### config.mk
export PLATFORM = sky130hd
export DESIGN_NAME = condicionador_botoes
export DESIGN_NICKNAME = d
export VERILOG_FILES = /design/src/rtl/mindfocus_pkg.sv /design/src/rtl/debounce_botao.sv /design/src/rtl/condicionador_botoes.sv
export SDC_FILE = /design/constraint.sdc
export NUM_CORES = 1
export LEC_CHECK = 0
export ABC_AREA = 1
export BUFFER_PORTS_ARGS = -buffer_cell sky130_fd_sc_hd__clkbuf_2
export CAP_MARGIN = 5
export CORE_UTILIZATION = 60
export CTS_CLUSTER_DIAMETER = 50
export DETAILED_ROUTE_END_ITERATION = 12
export PLACE_DENSITY = 0.81
export SETUP_SLACK_MARGIN = 0.1
export SYNTH_ARGS = -nofsm -noshare
export SYNTH_HDL_FRONTEND = slang
export SYNTH_SLANG_ARGS = --single-unit
### constraint.sdc
create_clock -name clock -period 1.75 [get_ports clock]
set_input_delay 0 -clock clock [delete_from_list [all_inputs] [get_ports clock]]
set_output_delay 0 -clock clock [all_outputs]
set_load 0.005 [all_outputs]
### src/rtl/mindfocus_pkg.sv
`default_nettype none
// +----------------------------------------------------------------------+
// | mindfocus_pkg: press-FSM state codes and default debounce length.    |
// | Rev 1.0                                                              |
// +----------------------------------------------------------------------+
package mindfocus_pkg;

  // 4-bit state code width is shared with the game FSM and hexa7seg display.
  localparam int unsigned W_ESTADO = 4;

  localparam logic [W_ESTADO-1:0] OCIOSO    = 4'd0;
  localparam logic [W_ESTADO-1:0] PULSO     = 4'd1;
  localparam logic [W_ESTADO-1:0] SEGURANDO = 4'd2;
  localparam logic [W_ESTADO-1:0] INVALIDO  = 4'd3;

  // 1 ms at 50 MHz.
  localparam int unsigned DEBOUNCE_PADRAO = 50000;

endpackage
`default_nettype wire

### src/rtl/debounce_botao.sv
`default_nettype none
// +----------------------------------------------------------------------+
// | debounce_botao: two-flop synchroniser plus stability counter for one |
// | raw button pin. Rev 1.0                                              |
// +----------------------------------------------------------------------+
module debounce_botao
  import mindfocus_pkg::*;
#(
  parameter int unsigned DEBOUNCE_CICLOS = DEBOUNCE_PADRAO
) (
  input  logic clock,
  input  logic reset,
  input  logic pino,
  output logic estavel
);

  localparam int unsigned         W_CONT     = $clog2(DEBOUNCE_CICLOS);
  localparam logic [W_CONT-1:0]   C_TERMINAL = W_CONT'(DEBOUNCE_CICLOS - 1);
  localparam logic [W_CONT-1:0]   C_UM       = W_CONT'(1);

  logic              r_sinc1;
  logic              r_sinc2;
  logic              r_estavel;
  logic [W_CONT-1:0] r_cont;

  // Counter clears at terminal count instead of wrapping, so the accepted
  // level needs DEBOUNCE_CICLOS consecutive mismatched samples.
  always_ff @(posedge clock or negedge reset) begin
    if (!reset) begin
      r_sinc1   <= 1'b0;
      r_sinc2   <= 1'b0;
      r_estavel <= 1'b0;
      r_cont    <= '0;
    end else begin
      r_sinc1 <= pino;
      r_sinc2 <= r_sinc1;
      if (r_sinc2 == r_estavel) begin
        r_cont <= '0;
      end else if (r_cont == C_TERMINAL) begin
        r_estavel <= r_sinc2;
        r_cont    <= '0;
      end else begin
        r_cont <= r_cont + C_UM;
      end
    end
  end

  assign estavel = r_estavel;

endmodule
`default_nettype wire

### src/rtl/condicionador_botoes.sv
`default_nettype none
// +----------------------------------------------------------------------+
// | condicionador_botoes: debounced button bus plus single-press event   |
// | generator with chord and held-press rejection. Rev 1.0               |
// +----------------------------------------------------------------------+
module condicionador_botoes
  import mindfocus_pkg::*;
#(
  parameter int unsigned N_BOTOES        = 4,
  parameter int unsigned DEBOUNCE_CICLOS = DEBOUNCE_PADRAO
) (
  input  logic                        clock,
  input  logic                        reset,
  input  logic [N_BOTOES-1:0]         botoes_brutos,
  input  logic                        habilita,
  output logic [N_BOTOES-1:0]         botoes,
  output logic                        jogada_valida,
  output logic [$clog2(N_BOTOES)-1:0] jogada_codigo,
  output logic                        db_multiplo,
  output logic [W_ESTADO-1:0]         db_estado
);

  localparam int unsigned         W_COD  = $clog2(N_BOTOES);
  localparam logic [N_BOTOES-1:0] C_UM_B = N_BOTOES'(1);

  logic [N_BOTOES-1:0] w_estaveis;
  logic                w_algum;
  logic                w_unico;
  logic [W_COD-1:0]    w_indice;
  logic [W_ESTADO-1:0] w_prox;

  logic [W_ESTADO-1:0] r_estado;
  logic                r_valida;
  logic [W_COD-1:0]    r_codigo;
  logic                r_multiplo;

  for (genvar i = 0; i < N_BOTOES; i++) begin : g_debounce
    debounce_botao #(
      .DEBOUNCE_CICLOS(DEBOUNCE_CICLOS)
    ) u_debounce (
      .clock  (clock),
      .reset  (reset),
      .pino   (botoes_brutos[i]),
      .estavel(w_estaveis[i])
    );
  end

  // Exactly one bit set: clearing the lowest set bit leaves nothing.
  assign w_algum = |w_estaveis;
  assign w_unico = w_algum && ((w_estaveis & (w_estaveis - C_UM_B)) == '0);

  always_comb begin
    w_indice = '0;
    for (int i = 0; i < N_BOTOES; i++) begin
      if (w_estaveis[i]) w_indice = W_COD'(i);
    end
  end

  always_comb begin
    w_prox = r_estado;
    case (r_estado)
      OCIOSO: begin
        if (w_unico)      w_prox = habilita ? PULSO : SEGURANDO;
        else if (w_algum) w_prox = INVALIDO;
      end
      PULSO:     w_prox = SEGURANDO;
      SEGURANDO: begin
        if (!w_algum)      w_prox = OCIOSO;
        else if (!w_unico) w_prox = INVALIDO;
      end
      INVALIDO: begin
        if (!w_algum) w_prox = OCIOSO;
      end
      default:   w_prox = OCIOSO;
    endcase
  end

  // Flags are registered from the next state so they align with r_estado.
  always_ff @(posedge clock or negedge reset) begin
    if (!reset) begin
      r_estado   <= OCIOSO;
      r_valida   <= 1'b0;
      r_codigo   <= '0;
      r_multiplo <= 1'b0;
    end else begin
      r_estado   <= w_prox;
      r_valida   <= (w_prox == PULSO);
      r_multiplo <= (w_prox == INVALIDO);
      if (w_prox == PULSO) r_codigo <= w_indice;
    end
  end

  assign botoes        = w_estaveis;
  assign jogada_valida = r_valida;
  assign jogada_codigo = r_codigo;
  assign db_multiplo   = r_multiplo;
  assign db_estado     = r_estado;

endmodule
`default_nettype wire
# After elaboration in Yosys (flattened, before gate mapping)
# Cells that the tools add are included.
totals:
  regBits: 84
  inputBits: 7
  out_inout_bits: 12
  elab_cells: 69
classes:
  add_sub_neg: 5
  eq_ne: 13
  n_mux: 18
  bitwise: 5
  reduce_logical: 8
ops:
  columns: ["operator", "count"]
  rows:
  - ["16-bit 2-to-1 mux", 8]
  - ["16-bit by 1-bit adder with 16-bit output (second input constant)", 4]
  - ["16-bit == test (second input constant)", 4]
  - ["4-bit 2-to-1 mux", 5]
  - ["4-bit case mux with 4 select lines", 1]
  - ["4-bit by 2-bit == test with 1-bit output (second input constant)", 3]
  - ["4-bit by 1-bit == test with 1-bit output (second input constant)", 2]
  - ["4-bit zero test", 2]
  - ["2-bit AND reduction", 4]
  - ["2-bit 2-to-1 mux", 3]
  - ["4-bit bitwise AND", 1]
  - ["1-bit == test", 4]
  - ["1-bit NOT", 4]
  - ["4-bit OR reduction", 1]
  - ["4-bit by 1-bit subtractor with 4-bit output (second input constant)", 1]
  - ["1-bit logical AND", 1]
  - ["1-bit 2-to-1 mux", 1]

# Longest topological paths before layout
# Gate-level depths: netlist of run 1.
logic_depth:
  word_depth: 8
  ltp_mapped: 9
  depth_no_buf: 9

# Modules after synthesis
# A second synthesis of run 1 with hierarchy kept.
unflattened:
  hier_cells: 535
  hier_area_um2: 4501.8
modules_own_cells:
  columns: ["module", "instances", "cells_per_inst", "area_per_inst_um2", "seq_area_each_um2"]
  rows:
  - ["debounce_botao", 4, 122, 1029.7, 475.5]
  - ["condicionador_botoes", 1, 47, 382.9, 200.2]

# Worst setup path after synthesis of run 1
# OpenSTA, ideal clock, no wires.
synth_timing:
  path_kind: "flip-flop to flip-flop"
  start: "register g_debounce[0].u_debounce.r_cont[0]"
  end: "register g_debounce[0].u_debounce.r_cont[6]"
  setup_time_ps: 125
  arrival_time_ps: 1200
  required_time_ps: 1625
  slack_ps: 425
  path_stages_with_launch: 7
  path_buffers: 0
  synth_period_minus_slack_ps: 1325
  cell_sequence: "dfrtp_1 ha_1 nand3_2 nor3_1 nand2_1 nand2_2 nor3_1"
synth_between:
  elab_chain_cells: 3
  elab_cells_between_ends: 4
  cone_classes: "add/sub: 1; eq/ne: 1; mux: 2"
synth_lines:
  columns: ["element", "line_no", "source"]
  rows:
  - ["start: declaration", "debounce_botao.sv:24", "logic [W_CONT-1:0] r_cont;"]
  - ["start signal: assignment", "debounce_botao.sv:43", "r_cont <= r_cont + C_UM;"]
  - ["16-bit by 1-bit adder with 16-bit output or 16-bit == test (tied branches)", "debounce_botao.sv:43, debounce_botao.sv:39", null]
  - ["16-bit 2-to-1 mux *", "debounce_botao.sv:39", "end else if (r_cont == C_TERMINAL) begin"]
  - ["16-bit 2-to-1 mux *", "debounce_botao.sv:37", "if (r_sinc2 == r_estavel) begin"]
# Mark *: on every way between the ends. The rest lies on a longest branch, timed or not.
# A chain may end at the register's enable or synchronous reset.

# Worst setup path in the final report of run 1
layout_timing:
  start: "register g_debounce[1].u_debounce.r_cont[0]"
  end: "register g_debounce[1].u_debounce.r_cont[6]"
layout_between:
  elab_chain_cells: 3
  elab_cells_between_ends: 4
  cone_classes: "add/sub: 1; eq/ne: 1; mux: 2"
layout_lines:
  columns: ["element", "line_no"]
  rows:
  - ["start: declaration", "debounce_botao.sv:24"]
  - ["start signal: assignment", "debounce_botao.sv:43"]
  - ["16-bit by 1-bit adder with 16-bit output or 16-bit == test (tied branches)", "debounce_botao.sv:43, debounce_botao.sv:39"]
  - ["16-bit 2-to-1 mux *", "debounce_botao.sv:39"]
  - ["16-bit 2-to-1 mux *", "debounce_botao.sv:37"]
# Marks and branches as above.

==> results.toml, run 1 <==
[worst_setup_path]
max_stage_delay_ns = 0.41
cp_max_fo = 6
slowest_stage = "dfrtp_1"
setup.worst_path.class = "reg2reg"
ff2ff_setup_slack_ns = 0.23
worstPathArrival_ns = 1.77
r2r_start = "g_debounce[1].u_debounce.r_cont[0]"
start_kind = "register"
endpoint_kind = "register"
r2r_end = "g_debounce[1].u_debounce.r_cont[6]"
crit_required_ns = 2.00
crit_chain = "ha_1 > nand3_1 > nor2_2 > nand2_1 > o21ai_2 > nor3_1"
ff2ff_path_depth = 6

[sta]
finalHoldViolCount = 0
grt_setup_unrepaired = "no"
slew_viol_final = 0
finalSetupTns_ns = 0
finalCriticalPeriod_ns = 1.52
slew_headroom_pct = 65.5
finClkSkew_ns = 0.0135
worst_slew_pin_slew_ns = 0.518
setup_viol = 0
post-route-period-util_pct = 87.1
finalHoldWorstSlack_ns = 0.0492
max_freq_ghz = 0.656

[drt]
vias = 3628
postRouteAntennaNets = 0
drt_pass1_iterations = 4
wl_per_cell_um = 12.2
drt_iter0_drc = 142
finalWirelength_mm = 8.67
via_per_inst = 5.11
drcViolationCount = 0

[worst_hold_path]
hp-start = "habilita"
hold_end = "db_estado[0]"
min_path_type = "in2reg"
hold_path_depth = 5

[synth]
ys_seq_elements = 84
yosys.area.top_type_share_pct = 48.1
syn_area_per_cell_um2 = 7.57
yosys.area.top_type = "dfrtp_1"
ys_seq_area_share_pct = 48.1
synth_edf_count = 0
syn_area_mm2 = 0.00437
synth.distinct_cells = 25
synthTopCellsByCount = "nor2_1 (143), nand2_1 (142), dfrtp_1 (84)"
ys.flop_type = "dfrtp_1"
synthTopCellsByArea = "dfrtp_1 (48%), nor2_1 (12%), nand2_1 (12%)"
yosysWarnings = 0
synth_most_common_cell = "nor2_1"
netlist_instances = 577
synthArstFlopShare_pct = 100

[grt]
grt-ovfl-total = 0
busiest_layer = "met2"
use_met3_pct = 5.40
antenna_found_initial = 0
gr-usage-met1_pct = 33.1
grt_pass1_wl_mm = 15.1
grt_use_total_pct = 25.6
met2_usage_pct = 42.3
first_global_vias = 3475
grt_max_degree = 47

[clock_network]
numCtsBuffers = 9
h-tree-depth = 3
cts_tree = "done"
clock-sinks = 84
cts.clk_slew.worst_paths_ns = 0.09
cts.path.max_buffers = 2
insertion_delay_ns = 0.36
root_buffer = "clkbuf_8"

[layout]
fin_nets = 620
num_antenna_cells = 0
drive_gt1_share_pct = 10.6
n_fill_cell = 594
syn2layout_area_growth_pct = 10.8

[flow_run]
drv_cap = 0

[floorplan]
io_pins = 19
core_mm2 = 0.00691
num_rows = 30
initial_core_util_pct = 63.3
fp.dieArea_mm2 = 0.00763
die_w_um = 87.3
die_h_um = 87.3

[placed_design]
hpwl_mm = 6.34
numPortBuffers = 18
gp_congestion = 0.906

[power]
peakVddDrop_uv = 550
power.density_mw_per_mm2 = 746
p_leak_uw = 0.00221
p_total_uw = 3610

[status]
status = "complete, no violations"
## layer usage
| metal | wire [um] | share of wire, % |
|---|---|---|
| met1 | 3980 | 46 |
| met2 | 4070 | 47 |
| met3 | 468 | 5.4 |
| met4 | 153 | 1.8 |
| met5 | 0 | 0 |
## what timing repair did
action,CTS,global route
setup endpoints to repair,0,8
buffers inserted,0,0
endpoints found under the hold margin,42,0
hold buffers,5,0
gates resized for setup,0,2
## layout by cell type, fill, tap and decap left out, types with 2 or more instances in the layout
cell type	count
nor2_1	143
nand2_1	142
dfrtp_1	83
inv_1	57
nand3_1	32
xor2_1	23
clkbuf_2	17
a21oi_1	14
nor2_2	13
nor3_1	10
clkbuf_8	10
o21bai_1	7
xnor2_1	7
o21ai_0	6
o21ai_1	6
nand4_1	5
dlygate4sd3_1	5
inv_2	4
o21ai_2	3
a21oi_2	3
nand2_2	3
ha_1	3
clkinv_4	3
nor3b_1	2
nand3_2	2
conb_1	2
## layout make-up
type	instances	area, um2	share of cell area, %
sequential	84	2100	43.5
multi-input combinational	428	2010	41.5
inverter	62	233	4.81
timing repair buffer	24	163	3.36
clock buffer	10	138	2.84
tap	96	120	2.48
clock inverter	6	72.6	1.50
## critical path, delay by kind of cell (launching register included)
family	cells	cell delay, ns
adder cells (fa/ha/maj)	1	0.29
flip-flops	1	0.41
AND/OR/NAND/NOR	4	0.57
AO/OA/AOI/OAI	1	0.15
## worst max path at each step
| stage | cells past startpoint | end | slack, ns | startpoint |
|---|---|---|---|---|
| after global placement | 6 | g_debounce[0].u_debounce.r_cont[6] | 0.33 | g_debounce[0].u_debounce.r_cont[0] |
| after CTS | 6 | g_debounce[0].u_debounce.r_cont[6] | 0.18 | g_debounce[0].u_debounce.r_cont[0] |
| after floorplan | 6 | g_debounce[0].u_debounce.r_cont[6] | 0.42 | g_debounce[0].u_debounce.r_cont[0] |
| after global routing | 6 | g_debounce[2].u_debounce.r_cont[4] | 0.13 | g_debounce[2].u_debounce.r_cont[0] |
| final | 6 | g_debounce[1].u_debounce.r_cont[6] | 0.23 | g_debounce[1].u_debounce.r_cont[0] |
| after detailed placement | 6 | g_debounce[0].u_debounce.r_cont[6] | 0.22 | g_debounce[0].u_debounce.r_cont[0] |
## kinds of logic (layout without fill, tap and decap cells)
family	after synthesis	after routing	synth area share (%)
flip-flops	84	84	48.1
AND/OR/NAND/NOR	353	353	33.2
buffers and inverters	66	102	6.01
other	1	2	0.0858
adder cells (fa/ha/maj)	4	4	1.15
XOR/XNOR	30	30	6.01
AO/OA/AOI/OAI	39	39	5.38
## registers in the layout, indices dropped and copies added, names as in the netlist
| name | cells |
|---|---|
| g_debounce.u_debounce.estavel | 4 |
| g_debounce.u_debounce.r_cont | 64 |
| g_debounce.u_debounce.r_sinc2 | 4 |
| g_debounce.u_debounce.r_sinc1 | 4 |
| db_multiplo | 1 |
| jogada_codigo | 2 |
| jogada_valida | 1 |
| db_estado | 4 |
## report_power, final
group / switching, uW / internal, uW
clock network: 735 / 710
logic: 107 / 54.1
registers: 29.6 / 1970
## through the flow
stage	setup WS [ns]	instance area (um2)	instances	utilization, %
2_1_floorplan	0.425	4370	578	-
5_1_grt	0.134	4840	710	70.1
3_5_place_dp	0.220	4580	689	66.3
3_3_place_gp	0.328	4580	689	66.3
6_report	0.225	4840	710	70.1
4_1_cts	0.184	4840	710	70.0
Note: power is estimated with default switching activity, not from simulation.
==> run 2, diff against run 1 <==
clock period = 1.8 ns   (was 1.75 ns; I/O delays follow)
==> run 2 against run 1 <==
  * Power down 3.5%
  * Sequential share of layout area is 0.064 points higher
  * Highest routed layer unchanged
  * Largest power group unchanged
  * Global-route usage decreased by 0.19 points
  * Die area is the same
  * Count of clock-buffer cells in the layout up 3
  * Core utilization fell by 0.15 points
  * Clock power is 5% lower
==> results.toml, run 2 (same netlist as run 1, synthesis figures left out) <==
[floorplan]
core_mm2 = 0.00691
io_pins = 19
initial_core_util_pct = 63.3
fp.dieArea_mm2 = 0.00763
die_h_um = 87.3
die_w_um = 87.3
num_rows = 30

[drt]
drt_pass1_iterations = 5
postRouteAntennaNets = 0
vias = 3644
drcViolationCount = 0
drt_iter0_drc = 222
finalWirelength_mm = 8.50
via_per_inst = 5.13
wl_per_cell_um = 12.0

[worst_setup_path]
crit_required_ns = 2.03
max_stage_delay_ns = 0.40
cp_max_fo = 6
crit_chain = "ha_1 > nand3_1 > nor2_2 > nand2_1 > o21ai_2 > nor3_1"
r2r_start = "g_debounce[1].u_debounce.r_cont[0]"
endpoint_kind = "register"
slowest_stage = "dfrtp_1"
start_kind = "register"
setup.worst_path.class = "reg2reg"
worstPathBufferInverterCount = 0
r2r_end = "g_debounce[1].u_debounce.r_cont[6]"
path_delay_family = "simple AND/OR/NAND/NOR gates"
ff2ff_path_depth = 6
ff2ff_setup_slack_ns = 0.27
worstPathArrival_ns = 1.76

[grt]
busiest_layer = "met2"
gr-usage-met1_pct = 33.1
first_global_vias = 3407
grt_pass1_wl_mm = 14.9
antenna_found_initial = 0
met2_usage_pct = 42.0
grt_max_degree = 48
use_met3_pct = 5.31
grt_use_total_pct = 25.4
grt-ovfl-total = 0

[clock_network]
numCtsBuffers = 9
root_buffer = "clkbuf_8"
cts_tree = "done"
h-tree-depth = 3
post_cts_buffers = 0
cts.path.max_buffers = 2
insertion_delay_ns = 0.36
cts.clk_slew.worst_paths_ns = 0.08
cts_resized = 0
clock-sinks = 84

[sta]
post-route-period-util_pct = 84.8
grt_setup_unrepaired = "no"
finalHoldViolCount = 0
finalCriticalPeriod_ns = 1.53
max_freq_ghz = 0.655
finClkSkew_ns = 0.0145
layout_setup_ws_ns = 0.273
finalSetupTns_ns = 0
slew_viol_final = 0
setup_viol = 0

[placed_design]
numPortBuffers = 18
hpwl_mm = 6.38
gp_congestion = 0.908
dp_worst_setup_slack_ns = 0.283

[power]
swShare_pct = 22.8
clockPowerShare_pct = 39.6
p_sw_uw = 793
power.density_mw_per_mm2 = 721
combPwrFrac_pct = 4.5
p_int_uw = 2690
peakVddDrop_uv = 451
p_leak_uw = 0.00221
p_seq_share_pct = 55.9

[layout]
mostFrequentLayoutCells = "nor2_1 (143), nand2_1 (142), dfrtp_1 (84)"
n_fill_cell = 576
num_antenna_cells = 0
final_common_cell = "nor2_1"
largest_register_ffs = 64
drive_gt1_share_pct = 9.93
syn2layout_area_growth_pct = 10.5
fin_nets = 620
largest_register = "g_debounce.u_debounce.r_cont"

[worst_hold_path]
hold_end = "db_estado[0]"
hp-start = "habilita"
min_path_type = "in2reg"
hold_path_depth = 5

[status]
status = "complete, no violations"

[flow_run]
drv_cap = 0
==> run 2: cell types whose count changed in the layout (fill, tap and decap cells not counted), sizes merged <==
cell / change
clkinvlp: +1
clkinv: -3
clkbuf: +3
inv: -1
==> run 2: worst reg2reg max path: cells and delay by family, from the launching register on <==
| family | cells | cell delay, ns |
|---|---|---|
| simple gates | 4 | 0.58 |
| fa+ha+maj | 1 | 0.28 |
| flops | 1 | 0.40 |
| compound gates | 1 | 0.15 |
==> run 2: power groups by stage <==
stage	Sequential, uW	Clock, uW	Combinational (uW)
2_1_floorplan	1980	0	78.3
3_3_place_gp	1980	0	146
3_5_place_dp	1980	0	151
4_1_cts	1950	1410	160
5_1_grt	1950	1490	185
6_report	1950	1380	157
==> run 2: per-layer routing <==
metal  vias to the layer above  share of wire, %
li1                       1863                 -
met1                      1666                47
met2                        96                47
met3                        19               4.4
met4                         0               1.9
met5                         -                 0
==> run 2: cell type report <==
type                       count  area, um2  share of cell area [%]
clock buffer                  13        159                    3.29
multi-input combinational    428       2010                    41.6
inverter                      62        233                    4.82
clock inverter                 3       45.0                   0.933
tap                           96        120                    2.49
sequential                    84       2100                    43.5
timing repair buffer          24        163                    3.37
==> run 2: timing repair <==
action / 4_1_cts / 5_1_grt
hold endpoints to repair: 41 / 0
hold buffers: 5 / 0
setup endpoints to repair: 0 / 0
==> run 2: through the flow <==
step	total power, uW	hold WS [ns]	area (um2)	cells	util [%]
after floorplan	2060	-0.296	4370	578	-
after global placement	2130	-0.00742	4580	689	66.3
after detailed placement	2130	0.00130	4580	689	66.3
after CTS	3520	0.0236	4830	710	69.9
after global routing	3630	0.100	4830	710	69.9
final	3480	0.0458	4830	710	69.9
==> run 2: how the worst max path moves through the flow <==
stage                                             startpoint                                 end  slack [ns]  cells past startpoint
after floorplan           g_debounce[0].u_debounce.r_cont[0]  g_debounce[0].u_debounce.r_cont[6]        0.47                      6
after global placement    g_debounce[0].u_debounce.r_cont[0]  g_debounce[0].u_debounce.r_cont[6]        0.38                      6
after detailed placement  g_debounce[0].u_debounce.r_cont[0]  g_debounce[0].u_debounce.r_cont[8]        0.28                      6
after CTS                 g_debounce[0].u_debounce.r_cont[0]  g_debounce[0].u_debounce.r_cont[8]        0.28                      6
after global routing      g_debounce[1].u_debounce.r_cont[0]  g_debounce[1].u_debounce.r_cont[6]        0.13                      6
final                     g_debounce[1].u_debounce.r_cont[0]  g_debounce[1].u_debounce.r_cont[6]        0.27                      6
